===== config.mk =====
export PLATFORM = sky130hd
export DESIGN_NAME = mem_arbiter
export DESIGN_NICKNAME = d
export VERILOG_FILES = /design/src/rtl/mem_arbiter.sv
export SDC_FILE = /design/constraint.sdc
export NUM_CORES = 1
export LEC_CHECK = 0
export CAP_MARGIN = 20
export CELL_PAD_IN_SITES_DETAIL_PLACEMENT = 1
export CELL_PAD_IN_SITES_GLOBAL_PLACEMENT = 1
export CORE_MARGIN = 2
export CORE_UTILIZATION = 31
export DETAILED_ROUTE_END_ITERATION = 7
export PLACE_DENSITY_LB_ADDON = 0.1
export SLEW_MARGIN = 40
export SYNTH_ARGS = -nofsm -noshare
export SYNTH_HDL_FRONTEND = slang
export SYNTH_SLANG_ARGS = --single-unit
export TNS_END_PERCENT = 5

===== constraint.sdc =====
create_clock -name clk -period 2.4 [get_ports clk]
set_input_delay 0.48 -clock clk [delete_from_list [all_inputs] [get_ports clk]]
set_output_delay 0.48 -clock clk [all_outputs]
set_load 0.01 [all_outputs]

===== src/rtl/mem_arbiter.sv =====
// Shared-memory arbiter and line-fill sequencer for the I-cache, the D-cache and the
// write-through store path. It issues the eight word reads of a line and steers the returning data.
module mem_arbiter (
    input  logic        clk,
    input  logic        rst,
    input  logic        i_req,
    input  logic [15:0] i_addr,
    input  logic        d_req,
    input  logic [15:0] d_addr,
    input  logic        st_req,
    input  logic [15:0] st_addr,
    input  logic [15:0] st_data,
    input  logic        mem_data_valid,
    input  logic [15:0] mem_rdata,
    output logic        mem_en,
    output logic        mem_wr,
    output logic [15:0] mem_addr,
    output logic [15:0] mem_wdata,
    output logic [15:0] fill_data,
    output logic [2:0]  fill_word,
    output logic        i_data_we,
    output logic        d_data_we,
    output logic        i_tag_we,
    output logic        d_tag_we,
    output logic        i_stall,
    output logic        d_stall,
    output logic        st_ack
);

    localparam int unsigned AW     = 16;
    localparam int unsigned DW     = 16;
    localparam int unsigned WORDS  = 8;
    localparam int unsigned CW     = $clog2(WORDS);
    localparam int unsigned LINE_W = AW - 4;
    localparam logic        TGT_I  = 1'b0;
    localparam logic        TGT_D  = 1'b1;

    typedef enum logic [2:0] {
        IDLE,
        ISSUE,
        DRAIN,
        TAG,
        STORE
    } state_t;

    state_t              state, state_n;
    logic [LINE_W-1:0]   line_q;
    logic [CW-1:0]       icnt, rcnt;
    logic                tgt, last;
    logic [AW-1:0]       st_addr_q;
    logic [DW-1:0]       st_data_q;

    logic                ld_fill, ld_store, fill_tgt;
    logic                icnt_inc, ret;
    logic                upd_last, last_n;
    logic                d_pend, last_word;

    // Byte offset within the line never reaches memory: fills always start at word 0.
    logic unused_ok;
    assign unused_ok = &{1'b0, i_addr[3:0], d_addr[3:0]};

    assign d_pend    = d_req | st_req;
    assign last_word = mem_data_valid && (rcnt == CW'(WORDS - 1));

    assign i_stall   = i_req;
    assign d_stall   = d_pend;
    assign fill_data = mem_rdata;
    assign fill_word = rcnt;

    // State register, counters and latched request context.
    always_ff @(posedge clk or negedge rst) begin
        if (!rst) begin
            state     <= IDLE;
            line_q    <= '0;
            icnt      <= '0;
            rcnt      <= '0;
            tgt       <= TGT_I;
            last      <= TGT_D;
            st_addr_q <= '0;
            st_data_q <= '0;
        end else begin
            state <= state_n;
            if (ld_fill) begin
                line_q <= (fill_tgt == TGT_D) ? d_addr[AW-1:4] : i_addr[AW-1:4];
                tgt    <= fill_tgt;
                icnt   <= '0;
                rcnt   <= '0;
            end else begin
                if (icnt_inc) icnt <= icnt + CW'(1);
                if (ret)      rcnt <= rcnt + CW'(1);
            end
            if (ld_store) begin
                st_addr_q <= st_addr;
                st_data_q <= st_data;
            end
            if (upd_last) last <= last_n;
        end
    end

    // Arbitration, sequencing and output decode.
    always_comb begin
        state_n   = state;
        mem_en    = 1'b0;
        mem_wr    = 1'b0;
        mem_addr  = '0;
        mem_wdata = '0;
        i_data_we = 1'b0;
        d_data_we = 1'b0;
        i_tag_we  = 1'b0;
        d_tag_we  = 1'b0;
        st_ack    = 1'b0;
        ld_fill   = 1'b0;
        ld_store  = 1'b0;
        fill_tgt  = tgt;
        icnt_inc  = 1'b0;
        ret       = 1'b0;
        upd_last  = 1'b0;
        last_n    = last;

        case (state)
            IDLE: begin
                // On a tie the side not served last wins.
                if (i_req && (!d_pend || last == TGT_D)) begin
                    ld_fill  = 1'b1;
                    fill_tgt = TGT_I;
                    state_n  = ISSUE;
                end else if (d_req) begin
                    ld_fill  = 1'b1;
                    fill_tgt = TGT_D;
                    state_n  = ISSUE;
                end else if (st_req) begin
                    ld_store = 1'b1;
                    state_n  = STORE;
                end
            end
            ISSUE: begin
                mem_en   = 1'b1;
                mem_addr = {line_q, icnt, 1'b0};
                icnt_inc = 1'b1;
                ret      = mem_data_valid;
                if (icnt == CW'(WORDS - 1)) state_n = last_word ? TAG : DRAIN;
            end
            DRAIN: begin
                ret = mem_data_valid;
                if (last_word) state_n = TAG;
            end
            TAG: begin
                i_tag_we = (tgt == TGT_I);
                d_tag_we = (tgt == TGT_D);
                upd_last = 1'b1;
                last_n   = tgt;
                state_n  = IDLE;
            end
            STORE: begin
                mem_en    = 1'b1;
                mem_wr    = 1'b1;
                mem_addr  = st_addr_q;
                mem_wdata = st_data_q;
                st_ack    = 1'b1;
                upd_last  = 1'b1;
                last_n    = TGT_D;
                state_n   = IDLE;
            end
            default: state_n = IDLE;
        endcase

        i_data_we = ret && (tgt == TGT_I);
        d_data_we = ret && (tgt == TGT_D);
    end

endmodule


# Yosys cells after proc, flatten, opt, wreduce, memory -nomap -nowiden

Cells that the tools add are included.

Flip-flop bits (word level): 55
Logic and storage cells: 68

Reductions and logical operators: 15
Bitwise operators: 2
Add/sub/neg operators: 2
Equal/unequal tests: 9
Mux-type cells: 32

Operators by type and width:

| kind                  | count |
|---|---|
| $pmux W16 S2          | 1 |
| $mux W3               | 9 |
| $mux W1               | 18 |
| $mux W16              | 1 |
| $mux W12              | 1 |
| $eq A3 B3 Y1 const B  | 3 |
| $pmux W3 S3           | 1 |
| $add A3 B1 Y3 const B | 2 |
| $eq A3 B2 Y1 const B  | 2 |
| $reduce_bool A2 Y1    | 3 |
| $reduce_or A2 Y1      | 3 |
| $logic_and A1 B1 Y1   | 4 |
| $ne A2 B2 Y1 const B  | 2 |
| $ne A4 B4 Y1 const B  | 1 |
| $eq A3 B1 Y1 const B  | 1 |
| $logic_not A3 Y1      | 1 |
| $reduce_and A3 Y1     | 1 |
| $pmux W1 S2           | 1 |
| $reduce_and A2 Y1     | 1 |
| $logic_not A1 Y1      | 1 |
| $logic_or A1 B1 Y1    | 1 |
| $not A1 Y1            | 1 |
| $or A1 B1 Y1          | 1 |

# Logic depth before layout (Yosys ltp)

Gate-level depths: netlist of run 1.

Depth after elaboration: 7
Depth in mapped cells: 6

# Least setup slack after synthesis of run 1

No wires, ideal clock.

Path type: register to output
From: register state[0]
To: output port mem_addr[11]
Slack: 431 ps
Path buffers: 3
Cell stages (with the launch flop): 7
Required time: 1920 ps
Arrival time: 1489 ps
Cells stage by stage: dfrtp_1 > buf_6 > nor2_1 > and2_0 > buf_2 > buf_2 > a22o_1

Longest elaborated chain between the ends: 2

RTL lines:

| element                                             | RTL line | RTL |
|---|---|---|
| start: declaration                                  | 46       | `state_t state, state_n;` |
| start signal: assignment                            | 82       | `state <= state_n;` |
| $eq A3 B3 Y1 / $eq A3 B1 Y1 (equally long branches) | 120      | `case (state)` |
| $pmux W16 S2 *                                      | 120      |  |
| end: declaration                                    | 17       | `output logic [15:0] mem_addr,` |

Every way passes the cells marked *; elsewhere a longest branch is shown, timed or not.

# Worst setup path in the final report of run 1

From: register state[2]
To: output port mem_addr[12]

Same word-level chain as after synthesis.

==> results.sh, run 1 <==
export IMPL_outcome="completed"
export IMPL_die_area_um2=10300
export IMPL_crit_type="register to output pin"
export IMPL_synth_compound_area_share_pct=11.3
export IMPL_r2r_start="state[2]$_DFFE_PN0P_"
export IMPL_netlist_area_um2=2950
export IMPL_totalWireLength_um=7480
export IMPL_antennaDiodeCount=0
export IMPL_p_comb_share_pct=48.6
export IMPL_start_util_pct=32.0
export IMPL_final_core_util_pct=46.4
export IMPL_ys_async_sr_fraction_pct=100
export IMPL_place_ws_ns=0.140
export IMPL_crit_path_start_kind="register"
export IMPL_yosys_area_top_type="dfrtp_1"
export IMPL_worst_path_max_delay_cell="dfrtp_1"
export IMPL_cts_made_buffers=5
export IMPL_synthTopCellsByArea="dfrtp_1 (46%), mux2_4 (15%), buf_4 (5.1%)"
export IMPL_drt_iter0_markers=64
export IMPL_total_power_mw=4.45
export IMPL_p_leak_nw=2.09
export IMPL_drv_cap=0
export IMPL_fin_ws_ns=0.151
export IMPL_synthAdderAreaFrac_pct=1.69
export IMPL_fin_area_um2=4280
export IMPL_intPower_mw=3.02
export IMPL_rsz0062_at_grt="no"
export IMPL_syn_nets=329
export IMPL_synth_top_cell_area_share_pct=45.7
export IMPL_critPathLaunch="state[2]$_DFFE_PN0P_"
export IMPL_path_common_cell="nor2b_4"
export IMPL_end_kind="output pin"
export IMPL_tightest_slew_ns=0.613
export IMPL_cp_buffers_inverters=3
export IMPL_area_delta_synth_final_pct=45.0
export IMPL_avgViaCountPerCell=4.69
export IMPL_whs_ns=0.164
export IMPL_hold_violations=0
export IMPL_cp_cell_sequence="nor2b_4, nor2b_4, buf_4, buf_6, a22o_1, dlygate4sd2_1"
export IMPL_mostFrequentLayoutCells="clkdlybuf4s50_1 (86), dfrtp_1 (54), mux2_4 (29)"
export IMPL_dpl_hpwl_um=5380
export IMPL_fp_dieH_um=102
export IMPL_ctsLongestPathBuffers=2
export IMPL_cts_max_level=2
export IMPL_setup_violations=0
export IMPL_io_buffers=105
export IMPL_path_max_fanout=7
export IMPL_fin_crit_ns=2.25
export IMPL_cts_sinks=55
export IMPL_syn_inst=239
export IMPL_p_sw_share_pct=32.3
export IMPL_grt_pass1_vias=2355
export IMPL_slowest_delay_ns=0.44
export IMPL_clkTransAtPathRegs_ns=0.11
export IMPL_grt_start_max_net_pins=32
export IMPL_synth_edf_count=0
export IMPL_layout_commonest_cell="clkdlybuf4s50_1"
export IMPL_arrival_ns=1.77
export IMPL_wl_per_cell_um=15.9
export IMPL_grt_pass1_wl_um=12100
export IMPL_placed_area_um2=4120
export IMPL_cpLargestDelayFamily="buffers and inverters"
export IMPL_synth_cell_types=38
export IMPL_ir_drop_mv=0.370
export IMPL_yosys_warnings=0
export IMPL_core_um2=9240
export IMPL_io_pins=146
export IMPL_fin_skew_ns=0.0117
export IMPL_power_switching_mw=1.44
export IMPL_synthXorXnorAreaFrac_pct=0.889
export IMPL_grt_overflow=0
export IMPL_grt_usage_pct=15.0
export IMPL_fmax_mhz=445
export IMPL_ant_nets=0
export IMPL_cp_data_required_time_ns=1.92
export IMPL_hold_path_class="primary input to async pin"
export IMPL_synth_top_flop_cell="dfrtp_1"
export IMPL_clk_latency_ns=0.31
export IMPL_clkPwrFrac_pct=14.3
export IMPL_powerDensity_nw_per_um2=1040
export IMPL_placementRows=35
export IMPL_synth_top_family_by_area="multiplexers"
export IMPL_sequentialPowerShare_pct=37.1
export IMPL_maxSlewViolCount=0
export IMPL_final_net_count=430
export IMPL_cts_tree="done"
export IMPL_antenna_found_initial=0
export IMPL_die_w_um=102
export IMPL_finalWeightedCongestion=0.746
export IMPL_synth_avg_cell_area_um2=12.4
export IMPL_root_buffer="clkbuf_8"
export IMPL_seq_area_frac_synth_pct=46.6
export IMPL_vias=2204
export IMPL_ys_ff_latch=55
export IMPL_max_slew_margin_rel_pct=59.2
export IMPL_drt_pass1_iterations=4
export IMPL_post_route_period_util_pct=93.7
export IMPL_synth_simple_gate_area_share_pct=13.8
export IMPL_synth_mux_area_share_pct=17.2
export IMPL_drc=0
export IMPL_drive_above_1_share_pct=25.8
[power by group through the flow]
stage	registers, mW	clock network [mW]	logic, mW
global placement	1.65	0	2.20
CTS	1.66	0.676	2.19
finish	1.65	0.636	2.16
global route	1.73	0.707	2.39
detailed placement	1.67	0	2.23
floorplan	1.60	0	1.39
[worst register-to-register path, delay by kind of cell (launching register included)]
kind / cells / cell delay, ns
and+or+nand+nor: 2 / 0.55
buffers and inverters: 2 / 0.52
DFF: 1 / 0.44
muxes: 1 / 0.30
[cells in the mapped netlist, types with 4 or more instances]
cell,number
dfrtp_1,54
clkbuf_1,4
o221a_2,11
mux2i_1,4
nand2_1,5
and3_1,19
buf_4,20
or2_0,7
buf_6,4
or2_2,5
nand3b_1,5
nor2_1,11
mux2_4,29
a22o_1,15
buf_2,5
a21oi_1,5
ha_1,4
[metrics by stage]
stage / TNS, ns / cells
after detailed placement: 0 / 460
final: 0 / 470
after global placement: 0 / 460
after floorplan: 0 / 239
after global routing: 0 / 470
after CTS: -0.247 / 469
[sequential cells by signal, summed over array words and instances (netlist names)]
register   count
tgt            1
fill_word      3
line_q        12
st_data_q     16
icnt           3
last           1
st_addr_q     16
state          3
[area by class of cell]
class                      instances  area, µm²
tap                              129        161
sequential                        55       1380
timing repair buffer             128       1270
clock buffer                       5       68.8
fill                             991       4960
multi-input combinational        147       1350
clock inverter                     3       47.5
inverter                           3       11.3
[cell families (layout without fill, tap and decap cells)]
kind of cell,Yosys count,count (layout)
DFF,55,55
muxes,36,36
buffers and inverters,37,139
adders and majority gates,4,4
AOI/OAI and AO/OA,38,38
and+or+nand+nor,66,66
xor gates and xnor gates,3,3
[repair_timing]
action,CTS,global route
hold buffers,0,0
gates resized for setup,18,11
setup buffers,0,1
setup endpoints to repair,16,20
gates cloned,1,0
[layer usage]
layer,track usage (%),up-vias,share of wire (%)
met1,20.0,1071,46
met4,3.64,0,0.52
met5,0,-,0
met3,4.49,4,6.7
li1,-,1043,-
met2,23.8,86,46
[worst paths after layout]
kind | endpoint | slack (ns) | depth (start not counted)
max | mem_addr[12] | 0.15 | 6
min | st_data_q[2]$_DFFE_PN0P_ | 0.16 | 1
max reg2reg | st_data_q[13]$_DFFE_PN0P_ | 0.48 | 5
min reg2reg | st_data_q[0]$_DFFE_PN0P_ | 0.51 | 1
max in group asynchronous | line_q[2]$_DFFE_PN0P_ | 1.63 | 2
min in group clk | st_data_q[0]$_DFFE_PN0P_ | 0.51 | 1
No activity file was read; power rests on OpenSTA's default activity.
==> inputs of run 2 (changes only) <==
--- a/config.mk
+++ b/config.mk
@@ -8,6 +8,7 @@
 export CAP_MARGIN = 20
 export CELL_PAD_IN_SITES_DETAIL_PLACEMENT = 1
 export CELL_PAD_IN_SITES_GLOBAL_PLACEMENT = 1
+export CORE_ASPECT_RATIO = 0.75
 export CORE_MARGIN = 2
 export CORE_UTILIZATION = 31
 export DETAILED_ROUTE_END_ITERATION = 7
==> results.sh, run 2 (synthesized netlist as in run 1, its figures left out) <==
export IMPL_outcome="completed"
export IMPL_cp_buffers_inverters=2
export IMPL_fin_setup_tns_ns=0
export IMPL_grt_start_max_net_pins=34
export IMPL_die_w_um=117
export IMPL_vias=2179
export IMPL_cts_max_level=2
export IMPL_arrival_ns=1.82
export IMPL_fin_crit_ns=2.30
export IMPL_clkPwrFrac_pct=17.0
export IMPL_sequentialPowerShare_pct=36.7
export IMPL_path_max_fanout=18
export IMPL_io_buffers=105
export IMPL_core_um2=9160
export IMPL_p_comb_share_pct=46.3
export IMPL_fin_skew_ns=0.00498
export IMPL_reg2reg_slack_ns=0.54
export IMPL_final_net_count=428
export IMPL_start_util_pct=32.3
export IMPL_drive_above_1_share_pct=24.8
export IMPL_grt_overflow=0
export IMPL_dpl_hpwl_um=5510
export IMPL_mostFrequentLayoutCells="clkdlybuf4s50_1 (86), dfrtp_1 (54), mux2_4 (29)"
export IMPL_avgViaCountPerCell=4.67
export IMPL_p_sw_share_pct=32.1
export IMPL_powerDensity_nw_per_um2=1070
export IMPL_clkTransAtPathRegs_ns=0.07
export IMPL_end_kind="output pin"
export IMPL_placementRows=30
export IMPL_layout_commonest_cell="clkdlybuf4s50_1"
export IMPL_fp_dieH_um=88.5
export IMPL_rr_worst_depth=5
export IMPL_clk_latency_ns=0.29
export IMPL_hold_violations=0
export IMPL_cts_sinks=55
export IMPL_rsz0062_at_grt="no"
export IMPL_grt_pass1_wl_um=12300
export IMPL_fin_area_um2=4280
export IMPL_top_regs="st_addr_q: 16 flops, st_data_q: 16 flops, line_q: 12 flops"
export IMPL_tightest_slew_ns=0.562
export IMPL_drt_iter0_markers=57
export IMPL_placed_area_um2=4120
export IMPL_antennaDiodeCount=0
export IMPL_crit_path_start_kind="register"
export IMPL_area_delta_synth_final_pct=45.0
export IMPL_power_switching_mw=1.46
export IMPL_r2r_end="st_addr_q[15]$_DFFE_PN0P_"
export IMPL_io_pins=146
export IMPL_cp_cell_sequence="nor2_1, buf_4, and3_1, clkdlybuf4s50_1"
export IMPL_cp_data_required_time_ns=1.92
export IMPL_setup_violations=0
export IMPL_intPower_mw=3.10
export IMPL_grt_pass1_vias=2328
export IMPL_finalWeightedCongestion=0.789
export IMPL_p_leak_nw=2.05
export IMPL_antenna_found_initial=0
export IMPL_crit_type="register to output pin"
export IMPL_fmax_mhz=434
export IMPL_cts_tree="done"
export IMPL_cts_made_buffers=5
export IMPL_totalWireLength_um=7670
export IMPL_drv_cap=0
export IMPL_ctsLongestPathBuffers=2
export IMPL_worst_path_max_delay_cell="clkdlybuf4s50_1"
export IMPL_ir_drop_mv=0.402
export IMPL_ant_nets=0
export IMPL_maxSlewViolCount=0
export IMPL_die_area_um2=10300
export IMPL_post_route_period_util_pct=95.9
export IMPL_drc=0
export IMPL_hold_path_class="primary input to async pin"
export IMPL_wl_per_cell_um=16.4
export IMPL_cpLargestDelayFamily="buffers and inverters"
export IMPL_hold_buffers=0
export IMPL_r2r_start="state[2]$_DFFE_PN0P_"
export IMPL_root_buffer="clkbuf_16"
export IMPL_max_slew_margin_rel_pct=62.5
export IMPL_grt_usage_pct=15.4
export IMPL_drt_pass1_iterations=3
export IMPL_slowest_delay_ns=0.54
## run 2: cell types whose count changed in the layout (fill, tap and decap cells not counted), sizes merged, moves of 2 or more
| cell | change |
|---|---|
| buf | -2 |
| clkbuf | +2 |
| dlygate4sd2 | +4 |
| dlymetal6s2s | -4 |
## run 2: worst max-delay path by stage
| stage | cells past startpoint | from | slack [ns] | to |
|---|---|---|---|---|
| 2_1_floorplan | 6 | state[0]$_DFFE_PN0P_ | 0.43 | mem_addr[11] |
| 6_report | 4 | state[0]$_DFFE_PN0P_ | 0.1 | mem_wdata[8] |
| 5_1_grt | 4 | state[0]$_DFFE_PN0P_ | 0.03 | mem_wdata[8] |
| 3_3_place_gp | 4 | mem_data_valid | 0.11 | d_data_we |
| 4_1_cts | 5 | state[0]$_DFFE_PN0P_ | 0.06 | d_data_we |
| 3_5_place_dp | 4 | mem_data_valid | 0.10 | d_data_we |
## run 2: final cells by class
cell class                 instances  area [µm²]
inverter                           3        11.3
sequential                        55        1380
clock inverter                     1        7.51
fill                            1003        4880
multi-input combinational        147        1340
timing repair buffer             126        1240
tap                              128         160
clock buffer                       7         153
## run 2: what timing repair did
item                       in CTS  in global routing
setup buffers                   1                  0
hold endpoints to repair        0                  0
gates resized for setup        18                  2
setup endpoints to repair      16                  2
## run 2: metal layers
metal,track usage [%],wire [µm],up-vias
li1,-,-,1039
met1,21.5,3680,1063
met2,24.2,3460,66
met3,4.11,449,11
met4,3.42,76,0
met5,0,0,-
## run 2: power groups by stage
stage	Clock (mW)	Sequential (mW)	Combinational [mW]
floorplan	0	1.60	1.39
global placement	0	1.67	2.20
detailed placement	0	1.69	2.24
CTS	0.799	1.68	2.15
global route	0.836	1.74	2.33
finish	0.775	1.68	2.11
## run 2: per-stage QoR
step	hold WS (ns)	utilization, %	worst slack (ns)	power (mW)	instances
finish	0.177	46.8	0.0978	4.56	467
global route	0.224	46.8	0.0255	4.90	467
CTS	0.204	46.7	0.0559	4.63	467
detailed placement	0.488	45.0	0.101	3.93	458
global placement	0.484	45.0	0.111	3.87	458
floorplan	0.184	-	0.431	2.99	239
